`config.mk`:
```
export PLATFORM = sky130hd
export DESIGN_NAME = mc_control
export DESIGN_NICKNAME = d
export VERILOG_FILES = /design/src/rtl/mc_ctrl_pkg.sv /design/src/rtl/mc_control.sv
export SDC_FILE = /design/constraint.sdc
export NUM_CORES = 1
export LEC_CHECK = 0
export BUFFER_PORTS_ARGS = -buffer_cell sky130_fd_sc_hd__buf_2
export CAP_MARGIN = 20
export CORE_ASPECT_RATIO = 1.2
export CORE_MARGIN = 3
export CORE_UTILIZATION = 40
export DETAILED_ROUTE_END_ITERATION = 8
export GPL_TIMING_DRIVEN = 0
export PLACE_DENSITY_LB_ADDON = 0.25
export SYNTH_ARGS = -nofsm -noshare
export SYNTH_HDL_FRONTEND = slang
export SYNTH_SLANG_ARGS = --single-unit
```
`constraint.sdc`:
```
create_clock -name clk -period 1.2 [get_ports clk]
set_input_delay 0.06 -clock clk [delete_from_list [all_inputs] [get_ports clk]]
set_output_delay 0.06 -clock clk [all_outputs]
set_load 0.05 [all_outputs]
```
`src/rtl/mc_ctrl_pkg.sv`:
```
// Shared constants for the multicycle main control FSM: opcodes, state
// encoding, datapath mux encodings and ALU mode values.
package mc_ctrl_pkg;

    localparam int unsigned OP_W    = 6;
    localparam int unsigned SRCB_W  = 2;
    localparam int unsigned PCSRC_W = 2;
    localparam int unsigned ALUOP_W = 2;

    // Opcode field values of the supported instructions
    localparam logic [OP_W-1:0] OP_RTYPE = 6'd0;
    localparam logic [OP_W-1:0] OP_J     = 6'd2;
    localparam logic [OP_W-1:0] OP_BEQ   = 6'd4;
    localparam logic [OP_W-1:0] OP_BLT   = 6'd5;
    localparam logic [OP_W-1:0] OP_BEQI  = 6'd6;
    localparam logic [OP_W-1:0] OP_ADDI  = 6'd8;
    localparam logic [OP_W-1:0] OP_SUBI  = 6'd9;
    localparam logic [OP_W-1:0] OP_LW    = 6'd35;
    localparam logic [OP_W-1:0] OP_SW    = 6'd43;

    typedef enum logic [3:0] {
        S_FETCH,
        S_DECODE,
        S_MEMADR,
        S_MEMRD,
        S_MEMWB,
        S_MEMWR,
        S_RTEXEC,
        S_RTWB,
        S_ITEXEC,
        S_ITWB,
        S_BRANCH,
        S_JUMP,
        S_TRAP
    } state_e;

    // ALU B operand select
    typedef enum logic [SRCB_W-1:0] {
        SRCB_REG     = 2'b00,
        SRCB_FOUR    = 2'b01,
        SRCB_IMM     = 2'b10,
        SRCB_IMM_SH2 = 2'b11
    } srcb_e;

    // Next-PC select
    typedef enum logic [PCSRC_W-1:0] {
        PCSRC_ALU    = 2'b00,
        PCSRC_ALUOUT = 2'b01,
        PCSRC_JUMP   = 2'b10
    } pcsrc_e;

    // {aluop1, aluop2} modes for the ALU control decoder
    localparam logic [ALUOP_W-1:0] ALU_ADD   = 2'b00;
    localparam logic [ALUOP_W-1:0] ALU_SUB   = 2'b01;
    localparam logic [ALUOP_W-1:0] ALU_RTYPE = 2'b10;

endpackage

```
`src/rtl/mc_control.sv`:
```
// Multicycle main control FSM. Sequences each instruction through
// fetch/decode/execute/memory/writeback and drives datapath controls.
// Ports:
//   clk, rst_n          : clock, synchronous active-low reset
//   op                  : IR opcode field (read from DECODE onwards)
//   zero, neg           : ALU flags of the current cycle
//   mem_ready           : memory completes the current access this cycle
//   pc_en, iord, mem_read, mem_write, ir_write, reg_dst, mem_to_reg,
//   reg_write, alusrca, alusrcb, pcsrc : datapath controls
//   aluop1, aluop2      : ALU mode (00 add, 01 sub, 10 R-type)
//   illegal_op          : sticky trap indicator, cleared only by reset
module mc_control
    import mc_ctrl_pkg::*;
(
    input  logic                clk,
    input  logic                rst_n,
    input  logic [OP_W-1:0]     op,
    input  logic                zero,
    input  logic                neg,
    input  logic                mem_ready,
    output logic                pc_en,
    output logic                iord,
    output logic                mem_read,
    output logic                mem_write,
    output logic                ir_write,
    output logic                reg_dst,
    output logic                mem_to_reg,
    output logic                reg_write,
    output logic                alusrca,
    output logic [SRCB_W-1:0]   alusrcb,
    output logic [PCSRC_W-1:0]  pcsrc,
    output logic                aluop1,
    output logic                aluop2,
    output logic                illegal_op
);

    state_e state_q, state_d;

    // State register; reset restarts at FETCH, which also clears the trap
    always_ff @(posedge clk) begin
        if (!rst_n) begin
            state_q <= S_FETCH;
        end else begin
            state_q <= state_d;
        end
    end

    // Next-state and control outputs; everything is held at 0 during reset
    always_comb begin
        state_d          = state_q;
        pc_en            = 1'b0;
        iord             = 1'b0;
        mem_read         = 1'b0;
        mem_write        = 1'b0;
        ir_write         = 1'b0;
        reg_dst          = 1'b0;
        mem_to_reg       = 1'b0;
        reg_write        = 1'b0;
        alusrca          = 1'b0;
        alusrcb          = SRCB_REG;
        pcsrc            = PCSRC_ALU;
        {aluop1, aluop2} = ALU_ADD;
        illegal_op       = 1'b0;

        if (rst_n) begin
            case (state_q)
                S_FETCH: begin
                    mem_read = 1'b1;
                    alusrcb  = SRCB_FOUR;
                    // PC+4 and IR load only on the cycle the read completes
                    ir_write = mem_ready;
                    pc_en    = mem_ready;
                    if (mem_ready) begin
                        state_d = S_DECODE;
                    end
                end
                S_DECODE: begin
                    // Precompute the branch target into ALUOut
                    alusrcb = SRCB_IMM_SH2;
                    case (op)
                        OP_LW, OP_SW:              state_d = S_MEMADR;
                        OP_RTYPE:                  state_d = S_RTEXEC;
                        OP_ADDI, OP_SUBI:          state_d = S_ITEXEC;
                        OP_BEQ, OP_BLT, OP_BEQI:   state_d = S_BRANCH;
                        OP_J:                      state_d = S_JUMP;
                        default:                   state_d = S_TRAP;
                    endcase
                end
                S_MEMADR: begin
                    alusrca = 1'b1;
                    alusrcb = SRCB_IMM;
                    state_d = (op == OP_LW) ? S_MEMRD : S_MEMWR;
                end
                S_MEMRD: begin
                    iord     = 1'b1;
                    mem_read = 1'b1;
                    if (mem_ready) begin
                        state_d = S_MEMWB;
                    end
                end
                S_MEMWB: begin
                    reg_write  = 1'b1;
                    mem_to_reg = 1'b1;
                    state_d    = S_FETCH;
                end
                S_MEMWR: begin
                    iord      = 1'b1;
                    mem_write = 1'b1;
                    if (mem_ready) begin
                        state_d = S_FETCH;
                    end
                end
                S_RTEXEC: begin
                    alusrca          = 1'b1;
                    alusrcb          = SRCB_REG;
                    {aluop1, aluop2} = ALU_RTYPE;
                    state_d          = S_RTWB;
                end
                S_RTWB: begin
                    reg_write = 1'b1;
                    reg_dst   = 1'b1;
                    state_d   = S_FETCH;
                end
                S_ITEXEC: begin
                    alusrca          = 1'b1;
                    alusrcb          = SRCB_IMM;
                    {aluop1, aluop2} = (op == OP_SUBI) ? ALU_SUB : ALU_ADD;
                    state_d          = S_ITWB;
                end
                S_ITWB: begin
                    reg_write = 1'b1;
                    state_d   = S_FETCH;
                end
                S_BRANCH: begin
                    // Compare via subtraction; target was staged in ALUOut
                    alusrca          = 1'b1;
                    alusrcb          = (op == OP_BEQI) ? SRCB_IMM : SRCB_REG;
                    {aluop1, aluop2} = ALU_SUB;
                    pcsrc            = PCSRC_ALUOUT;
                    pc_en            = (op == OP_BLT) ? neg : zero;
                    state_d          = S_FETCH;
                end
                S_JUMP: begin
                    pcsrc   = PCSRC_JUMP;
                    pc_en   = 1'b1;
                    state_d = S_FETCH;
                end
                S_TRAP: begin
                    illegal_op = 1'b1;
                end
                default: begin
                    state_d = S_TRAP;
                end
            endcase
        end
    end

endmodule

```
==> run_results.csv, run 1 <==
group,metric,value,unit
outcome,status,"aborted with a tool error",
outcome,stop_stage,"4_1_cts",
outcome,error,"[ERROR DPL-0038] Utilization greater than 100%, impossible to legalize",
clocking,clockBufferDepth,2,
synth,yosys_warnings,0,
floorplan,initial_core_util,43.7,%
placed_design,hpwl,1.65,mm
placed_design,finalWeightedCongestion,0.809,
floorplan,fp.dieH,49.8,um
synth,yosysTopAreaCell,"dfxtp_1",
synth,syn_inst,102,
floorplan,rows,15,
synth,synthTopCellsByArea,"dfxtp_1, nor2_1, nor3_1, o21ai_0, a21oi_1",
clocking,cts_hold_buf,0,
clocking,root_buffer,"clkbuf_4",
placed_design,dpl.cell_count,145,
placed_design,dp_slack,-0.465,ns
synth,yosysTopAreaCellShare,12.5,%
synth,synthArstFlopShare,0,%
synth,synthesis.area,639,um2
synth,synth_seq_cells,4,
synth,synth_edf_count,0,
clocking,cts_setup_buffers,21,
floorplan,die_w,42.5,um
clocking,cts_htree_levels,1,
clocking,cts_buffers,3,
synth,syn_nets,113,
synth,synth_ff_type,"dfxtp_1",
clocking,post_cts.resized_instances,75,
synth,syn_area_per_cell,6.27,um2
placed_design,numPortBuffers,26,
clocking,cts_sinks,4,
synth,synth_cell_types,39,
synth,yosysSeqAreaShare,12.5,%
floorplan,pin_count,27,
## cell usage after synthesis, types with 2 or more instances
master and n:
a21oi_1 5, a22oi_1 3, and3_1 2, buf_1 2, buf_2 3, clkbuf_1 3
dfxtp_1 4, inv_1 3, nand2_1 6, nand2b_1 3, nand3_1 4, nand3b_1 2
nor2_1 19, nor2b_1 3, nor3_1 7, nor4_1 2, o21ai_0 7, o31ai_1 2
xnor2_1 2
## logic make-up after synthesis
group / count (synthesis) / synth area share, %
compound gates: 26 / 26.6
flops: 4 / 12.5
mux: 2 / 3.33
buf+inv: 11 / 7.04
xor+xnor: 3 / 4.11
simple gates: 56 / 46.4
## through the flow
| stage | instance area (um2) | TNS (ns) |
|---|---|---|
| 2_1_floorplan | 888 | -0.797 |
| 3_5_place_dp | 1040 | -2.97 |
| 3_3_place_gp | 1040 | -2.87 |
==> inputs of run 2 (changes only) <==
Settings changed: CORE_AREA set to 3 3 64 66, CORE_ASPECT_RATIO 1.2 to unset, CORE_MARGIN 3 to unset, CORE_UTILIZATION 40 to unset, DIE_AREA set to 0 0 67 69, PLACE_DENSITY_LB_ADDON 0.25 to 0.15.
Clock period 1.2 ns to 1.6 ns, I/O delays scaled along.
==> run_results.csv, run 2 <==
group,metric,value,unit
synth,synth_cell_types,39,
floorplan,fp.dieH,69,um
drt,vias_per_cell,4.89,
setup_path,crit_type,"flop to output port",
clocking,root_buffer,"clkbuf_8",
finish,top_regs,"state_q x4",
clocking,cts_htree_levels,1,
global_route,grt_max_degree,11,
drt,wire_per_inst,13.4,um
placed_design,dpl_cell_area,878,um2
synth,synth_ff_type,"dfxtp_1",
finish,layout_common_cells,"buf_2, nor2_1, o21ai_0",
synth,syn_area_per_cell,6.27,um2
sta,skew,0.00105,ns
drt,route.detailed.drc,0,
global_route,track_usage,10.3,%
finish,final_common_cell,"buf_2",
drt,via_count,865,
synth,syn_nets,113,
power,ir_drop,304,uV
synth,synthTopCellsByArea,"dfxtp_1, nor2_1, nor3_1, o21ai_0, a21oi_1",
clocking,clk-insertion-delay-late,0.21,ns
sta,finalCritPeriodShare,97.1,%
sta,grt_setup_unrepaired,"true",
finish,regMostFlops,"state_q",
finish,register_area,87.6,um2
placed_design,finalWeightedCongestion,0.799,
run,drv_cap,0,
clocking,cts_buffers,3,
drt,drt-total-wl,2.37,mm
outcome,status,"finished, final reports clean",
floorplan,initial_core_util,17.6,%
sta,drv_slew,0,
clocking,clk_pin_slew,0.03,ns
synth,synth_seq_cells,4,
clocking,cts_hold_buf,0,
synth,yosys_warnings,0,
synth,synth_edf_count,0,
synth,syn_inst,102,
drt,ant_nets,0,
global_route,overflow,0,
placed_design,numPortBuffers,26,
floorplan,rows,22,
sta,min_period,1.55,ns
floorplan,pin_count,27,
setup_path,crit_required,1.52,ns
synth,synthArstFlopShare,0,%
synth,yosysSeqAreaShare,12.5,%
finish,drive_gt1_share,43.4,%
clocking,cts_sinks,4,
clocking,cts_tree,"yes",
finish,final_area,0.00102,mm2
finish,multi_input_area,614,um2
floorplan,die_w,67,um
power,p_leak,0.415,nW
sta,hold_viol,0,
finish,insertedDiodeCount,0,
power,power.density,1420,mW/mm2
drt,drt_iter0_drc,41,
synth,yosysMostFrequentCell,"nor2_1",
global_route,antenna_found_initial,0,
synth,yosysTopAreaCell,"dfxtp_1",
finish,nFillCells,416,
synth,synthesis.area,639,um2
sta,slew_headroom,78.5,%
floorplan,core_area,0.00363,mm2
finish,syn_to_final_growth,59.3,%
synth,synth_commonest_cells,"nor2_1, nor3_1, o21ai_0, nand2_1, a21oi_1",
drt,first_pass_iters,4,
setup_path,start_kind,"flop",
global_route,grt_first_pass_wirelength,3.80,mm
synth,yosysTopAreaCellShare,12.5,%
sta,setup_viol,0,
setup_path,end_kind,"output port",
setup_path,cp_max_fo,10,
clocking,clockBufferDepth,2,
floorplan,dieArea,0.00462,mm2
setup_path,crit_arrival,1.47,ns
hold_path,hold_path.class,"input pin to flop",
finish,largest_reg_flops,4,
clocking,cts_setup_buffers,0,
sta,clock.fmax,0.644,GHz
sta,whs,0.212,ns
placed_design,hpwl,1.83,mm
sta,tightest_slew,0.319,ns
global_route,grt_pass1_vias,795,
finish,nets,142,
==> run 2: repair_timing <==
| item | CTS | global route |
|---|---|---|
| setup endpoints to repair | 16 | 12 |
| cloned | 0 | 0 |
| gates resized for setup | 24 | 15 |
| pin swaps | 3 | 1 |
==> run 2: routing by layer <==
layer | global-route usage [%] | part of all wire, % | up-vias
met4 | 5.18 | 1.8 | 0
met1 | 14.5 | 46 | 404
met5 | 0 | 0 | -
met3 | 1.63 | 5.4 | 6
met2 | 14.8 | 47 | 28
li1 | - | - | 427
==> run 2: cells by family (layout without fill, tap and decap cells) <==
kind of cell / count (synthesis) / count (layout) / share of synthesized area [%]
compound gates: 26 / 26 / 26.6
xor+xnor: 3 / 3 / 4.11
buf+inv: 11 / 38 / 7.04
flops: 4 / 4 / 12.5
mux: 2 / 2 / 3.33
simple gates: 56 / 56 / 46.4
==> run 2: cell type report <==
| type | instances | share of cell area (%) |
|---|---|---|
| Tap cell | 48 | 5.90 |
| Sequential cell | 4 | 8.60 |
| Buffer | 6 | 4.55 |
| Multi-Input combinational cell | 87 | 60.3 |
| Timing Repair Buffer | 26 | 15.5 |
| Inverter | 3 | 1.11 |
| Clock buffer | 3 | 4.05 |
==> run 2: critical path: stages, from the launching register on <==
cell      delay, ns
dfxtp_1        0.29
clkbuf_4       0.20
buf_4          0.22
nand3_1        0.09
o21ai_1        0.11
a22o_1         0.18
buf_6          0.16
==> run 2: where the power goes <==
group	leakage, nW	internal, mW	switching, mW
sequential	0.0342	0.143	0.0614
clock	0.0216	0.160	0.0484
combinational	0.359	0.367	0.672
==> run 2: per-stage QoR <==
stage	utilization, %	total power [mW]	setup WS (ns)	setup TNS [ns]	cells
3_5_place_dp	24.2	1.11	-0.147	-0.468	176
3_3_place_gp	24.2	1.12	-0.169	-0.719	176
5_1_grt	28.0	1.55	-0.0156	-0.0157	177
4_1_cts	26.7	1.39	0.00113	0	177
6_report	28.0	1.45	0.0461	0	177
2_1_floorplan	-	0.903	-0.413	-1.17	102
==> run 2: final timing paths <==
path	start	end	slack, ns	cells after the start
max	state_q[0]	pc_en	0.05	6
min	rst_n	state_q[0]	0.21	2
max reg2reg	state_q[0]	state_q[2]	0.07	5
min reg2reg	state_q[3]	state_q[2]	0.64	3
No activity file was read; power rests on OpenSTA's default activity.
==> inputs of run 3 (changes only) <==
==> constraint.sdc (replaced) <==
create_clock -name clk -period 1.6 [get_ports clk]
set_input_delay 0.16 -clock clk [delete_from_list [all_inputs] [get_ports clk]]
set_output_delay 0.16 -clock clk [all_outputs]
set_load 0.05 [all_outputs]
==> run_results.csv, run 3 (synthesis results as in run 2) <==
group,metric,value,unit
outcome,status,"finished with violations",
outcome,violations,"negative setup slack",
clocking,cts_buffers,3,
floorplan,core_area,0.00363,mm2
floorplan,pin_count,27,
power,power.density,1360,mW/mm2
floorplan,dieArea,0.00462,mm2
drt,vias_per_cell,4.84,
finish,final_area,0.00114,mm2
placed_design,hpwl,1.85,mm
sta,tightest_slew,0.307,ns
run,drv_cap,0,
finish,layout_common_cells,"buf_4, buf_2, nor2_1",
floorplan,die_w,67,um
placed_design,finalWeightedCongestion,0.817,
global_route,overflow,0,
sta,fin_ws,-0.0746,ns
power,p_sw_share,53.3,%
placed_design,numPortBuffers,26,
finish,largest_reg_flops,4,
clocking,clockBufferDepth,2,
sta,drv_slew,0,
sta,finalCritPeriodShare,105,%
global_route,grt_pass1_vias,813,
setup_path,ff2ff_setup_slack,0.09,ns
global_route,track_usage,10.7,%
global_route,grt_max_degree,11,
power,p_switching,827,uW
drt,drt-total-wl,2.52,mm
clocking,clk_pin_slew,0.03,ns
power,seq_power_share,13.3,%
sta,whs,0.248,ns
clocking,cts_htree_levels,1,
finish,final_common_cell,"buf_4",
sta,clock.fmax,0.597,GHz
power,p_leak,0.460,nW
setup_path,start_kind,"input pin",
drt,route.detailed.drc,0,
setup_path,slowest_delay,0.41,ns
sta,skew,0.00114,ns
setup_path,crit_required,1.44,ns
clocking,cts_hold_buf,0,
placed_design,dp_slack,-0.244,ns
clocking,cts_tree,"yes",
global_route,antenna_found_initial,0,
hold_path,hold_path.class,"input pin to flop",
setup_path,end_kind,"output port",
drt,ant_nets,0,
drt,drt_iter0_drc,26,
sta,grt_setup_unrepaired,"true",
setup_path,cpMaxStageDelayCell,"or3_4",
setup_path,crit_type,"input pin to output port",
power,ir_drop,470,uV
finish,nets,145,
power,clkPwrFrac,13.6,%
clocking,clk-insertion-delay-late,0.21,ns
floorplan,fp.dieH,69,um
floorplan,initial_core_util,17.6,%
floorplan,rows,22,
sta,hold_viol,0,
finish,drive_gt1_share,51.5,%
clocking,cts_sinks,4,
setup_path,crit_chain,"buf_8 > or3_4 > nor3_4 > mux2_4 > a22o_4 > buf_8",
finish,top_regs,"state_q x4",
finish,syn_to_final_growth,77.7,%
sta,min_period,1.67,ns
setup_path,crit_arrival,1.51,ns
placed_design,dpl_cell_area,915,um2
drt,wire_per_inst,14.0,um
finish,regMostFlops,"state_q",
finish,post-route-util,31.3,%
sta,slew_headroom,79.2,%
clocking,root_buffer,"clkbuf_8",
setup_path,cpMostUsedCell,"buf_8",
power,internal_power,724,uW
finish,insertedDiodeCount,0,
sta,setup_viol,2,
global_route,grt_first_pass_wirelength,4.00,mm
power,finalPower,1.55,mW
drt,first_pass_iters,4,
drt,via_count,872,
setup_path,cp_max_fo,3,
power,combPwrFrac,73.1,%
run 3: cell types whose count changed in the layout (fill, tap and decap cells not counted), sizes merged:
| cell | previous run | this run |
|---|---|---|
| clkbuf | 8 | 5 |
| buf | 27 | 33 |
run 3: timing repair:
action,in CTS,in global routing
resized for setup,38,20
endpoints found under the setup margin,16,17
pin swaps,3,1
setup buffers,1,2
run 3: path summary, 6_finish.rpt:
path,startpoint,end,cells after the start
worst max-delay path,op[5],pc_en,6
worst min-delay path,op[4],state_q[2],3
worst max register to register,state_q[0],state_q[2],5
worst min register to register,state_q[3],state_q[3],2
run 3: power by group through the flow:
| stage | registers (mW) | clock network [mW] | logic [mW] |
|---|---|---|---|
| after floorplan | 0.137 | 0 | 0.798 |
| after global placement | 0.138 | 0 | 1.01 |
| after detailed placement | 0.138 | 0 | 1.01 |
| after CTS | 0.189 | 0.219 | 1.06 |
| after global routing | 0.214 | 0.225 | 1.21 |
| final | 0.207 | 0.210 | 1.13 |
run 3: per-stage QoR:
| step | setup TNS (ns) | cells |
|---|---|---|
| floorplan | -0.396 | 102 |
| global route | -0.438 | 180 |
| detailed placement | -1.46 | 176 |
| finish | -0.117 | 180 |
| CTS | -0.219 | 178 |
| global placement | -1.94 | 176 |
run 3: layer usage:
metal  vias to the layer above  share of wire, %  GRT usage [%]
met2                        32                47           15.2
li1                        435                 -              -
met4                         0              0.48           4.50
met5                         -                 0              0
met1                       403                47           15.6
met3                         2               5.7           1.95
run 3: layout make-up:
| class | count | area, um2 |
|---|---|---|
| clock buffer | 3 | 41.3 |
| timing repair buffer | 29 | 219 |
| multi-input combinational | 87 | 661 |
| fill | 415 | 2500 |
| buffer | 6 | 58.8 |
| sequential | 4 | 85.1 |
| inverter | 3 | 11.3 |
| tap | 48 | 60.1 |
run 3: critical path, delay by kind of cell:
kind,cells,cell delay (ns)
muxes,1,0.32
AOI/OAI and AO/OA,1,0.25
and+or+nand+nor,2,0.54
buffers and inverters,2,0.25
==> inputs of run 4 (changes only) <==
Settings changed: PLACE_DENSITY set to 0.47, PLACE_DENSITY_LB_ADDON 0.15 to unset.
==> run_results.csv, run 4 (synthesis results as in run 2) <==
group,metric,value,unit
clocking,cts_htree_levels,1,
setup_path,start_kind,"input pin",
floorplan,core_area,0.00363,mm2
floorplan,rows,22,
clocking,root_buffer,"clkbuf_8",
clocking,cts_tree,"yes",
power,p_sw_share,52.8,%
placed_design,hpwl,1.72,mm
finish,post-route-util,31.0,%
sta,setup_viol,1,
floorplan,fp.dieH,69,um
global_route,grt_pass1_vias,785,
sta,fin_ws,-0.135,ns
global_route,grt_use_met1,15.3,%
setup_path,crit_arrival,1.58,ns
power,internal_power,712,uW
clocking,clk-insertion-delay-late,0.21,ns
drt,ant_nets,0,
global_route,antenna_found_initial,0,
sta,min_period,1.74,ns
power,finalPower,1.51,mW
power,ir_drop,297,uV
placed_design,dp_slack,-0.271,ns
finish,multi_input_area,664,um2
finish,largest_reg_flops,4,
power,clkPwrFrac,13.8,%
setup_path,crit_required,1.44,ns
setup_path,crit_type,"input pin to output port",
sta,skew,0.000359,ns
power,seq_power_share,13.6,%
hold_path,hold_path.class,"input pin to flop",
finish,nFillCells,412,
finish,final_area,0.00113,mm2
finish,nets,144,
floorplan,pin_count,27,
drt,first_pass_iters,4,
drt,route.detailed.drc,0,
global_route,busiest_layer,"met1",
global_route,gr-usage-met2,14.5,%
drt,drt-total-wl,2.27,mm
power,p_switching,797,uW
clocking,cts_buffers,3,
setup_path,end_kind,"output port",
global_route,track_usage,10.2,%
floorplan,die_w,67,um
drt,wire_per_inst,12.7,um
finish,top_regs,"state_q x4",
placed_design,numPortBuffers,26,
finish,register_area,87.6,um2
run,drv_cap,0,
floorplan,initial_core_util,17.6,%
finish,final_common_cell,"buf_4",
placed_design,dpl_cell_area,915,um2
global_route,grt_first_pass_wirelength,3.80,mm
clocking,clk_pin_slew,0.03,ns
setup_path,cp_max_fo,3,
power,combPwrFrac,72.7,%
power,p_leak,0.447,nW
sta,clock.fmax,0.576,GHz
clocking,cts_sinks,4,
power,power.density,1340,mW/mm2
clocking,cts_hold_buf,0,
global_route,use_met3,1.47,%
floorplan,dieArea,0.00462,mm2
global_route,grt_max_degree,11,
sta,slew_headroom,79.3,%
global_route,overflow,0,
finish,layout_common_cells,"buf_4, buf_2, nor2_1, nor2_2, o21ai_0",
sta,setup_tns,-0.135,ns
sta,grt_setup_unrepaired,"true",
outcome,status,"finished with violations",
outcome,violations,"negative setup slack",
drt,vias_per_cell,4.78,
finish,insertedDiodeCount,0,
finish,syn_to_final_growth,76.3,%
sta,hold_viol,0,
drt,via_count,856,
drt,drt_iter0_drc,62,
finish,drive_gt1_share,51.1,%
sta,tightest_slew,0.311,ns
sta,drv_slew,0,
finish,regMostFlops,"state_q",
placed_design,finalWeightedCongestion,0.799,
sta,finalCritPeriodShare,108,%
clocking,clockBufferDepth,2,
run 4: changes by cell type in the layout (fill, tap and decap cells not counted), sizes merged:
| cell | before | now |
|---|---|---|
| buf | 33 | 31 |
| clkbuf | 5 | 6 |
run 4: power groups by stage:
stage          combinational (mW)  sequential (mW)  clock [mW]
5_1_grt                      1.18            0.213       0.220
2_1_floorplan               0.798            0.137           0
3_3_place_gp                0.996            0.138           0
3_5_place_dp                0.990            0.139           0
4_1_cts                      1.04            0.189       0.214
6_report                     1.10            0.204       0.208
run 4: layout make-up:
type	count	area share [%]
inverter	3	0.999
clock buffer	3	3.66
buffer	6	4.55
multi-input combinational	87	58.9
tap	48	5.33
sequential	4	7.77
timing repair buffer	28	18.8
run 4: worst paths after layout:
kind                   start    endpoint  slack [ns]  cells past startpoint
setup / recovery       op[3]       pc_en       -0.14                      6
hold / removal         op[4]  state_q[2]        0.25                      3
hold reg to reg   state_q[3]  state_q[2]        0.65                      3
setup reg to reg  state_q[0]  state_q[2]        0.06                      5
run 4: through the flow:
| stage | std cells | hold WS [ns] |
|---|---|---|
| 2_1_floorplan | 102 | 0.306 |
| 3_3_place_gp | 176 | 0.501 |
| 3_5_place_dp | 176 | 0.501 |
| 4_1_cts | 178 | 0.245 |
| 5_1_grt | 179 | 0.274 |
| 6_report | 179 | 0.249 |
run 4: routing by layer:
metal / vias to the layer above / part of all wire (%) / routed length (um)
met1: 378 / 47 / 1060
met2: 44 / 44 / 1010
met3: 4 / 7.5 / 171
met5: - / 0 / 0
li1: 430 / - / -
met4: 0 / 1.4 / 31
run 4: worst max-delay path, cell delays in order:
cell and delay (ns):
buf_8 0.09, or3_4 0.41, nor3_4 0.18, mux2_4 0.32, a22o_4 0.26, buf_8 0.15
run 4: what timing repair did:
action	CTS	global route
pin swaps	3	3
cloned	0	0
endpoints found under the setup margin	16	17
hold endpoints to repair	0	0
gates resized for setup	38	18
buffers inserted	1	1
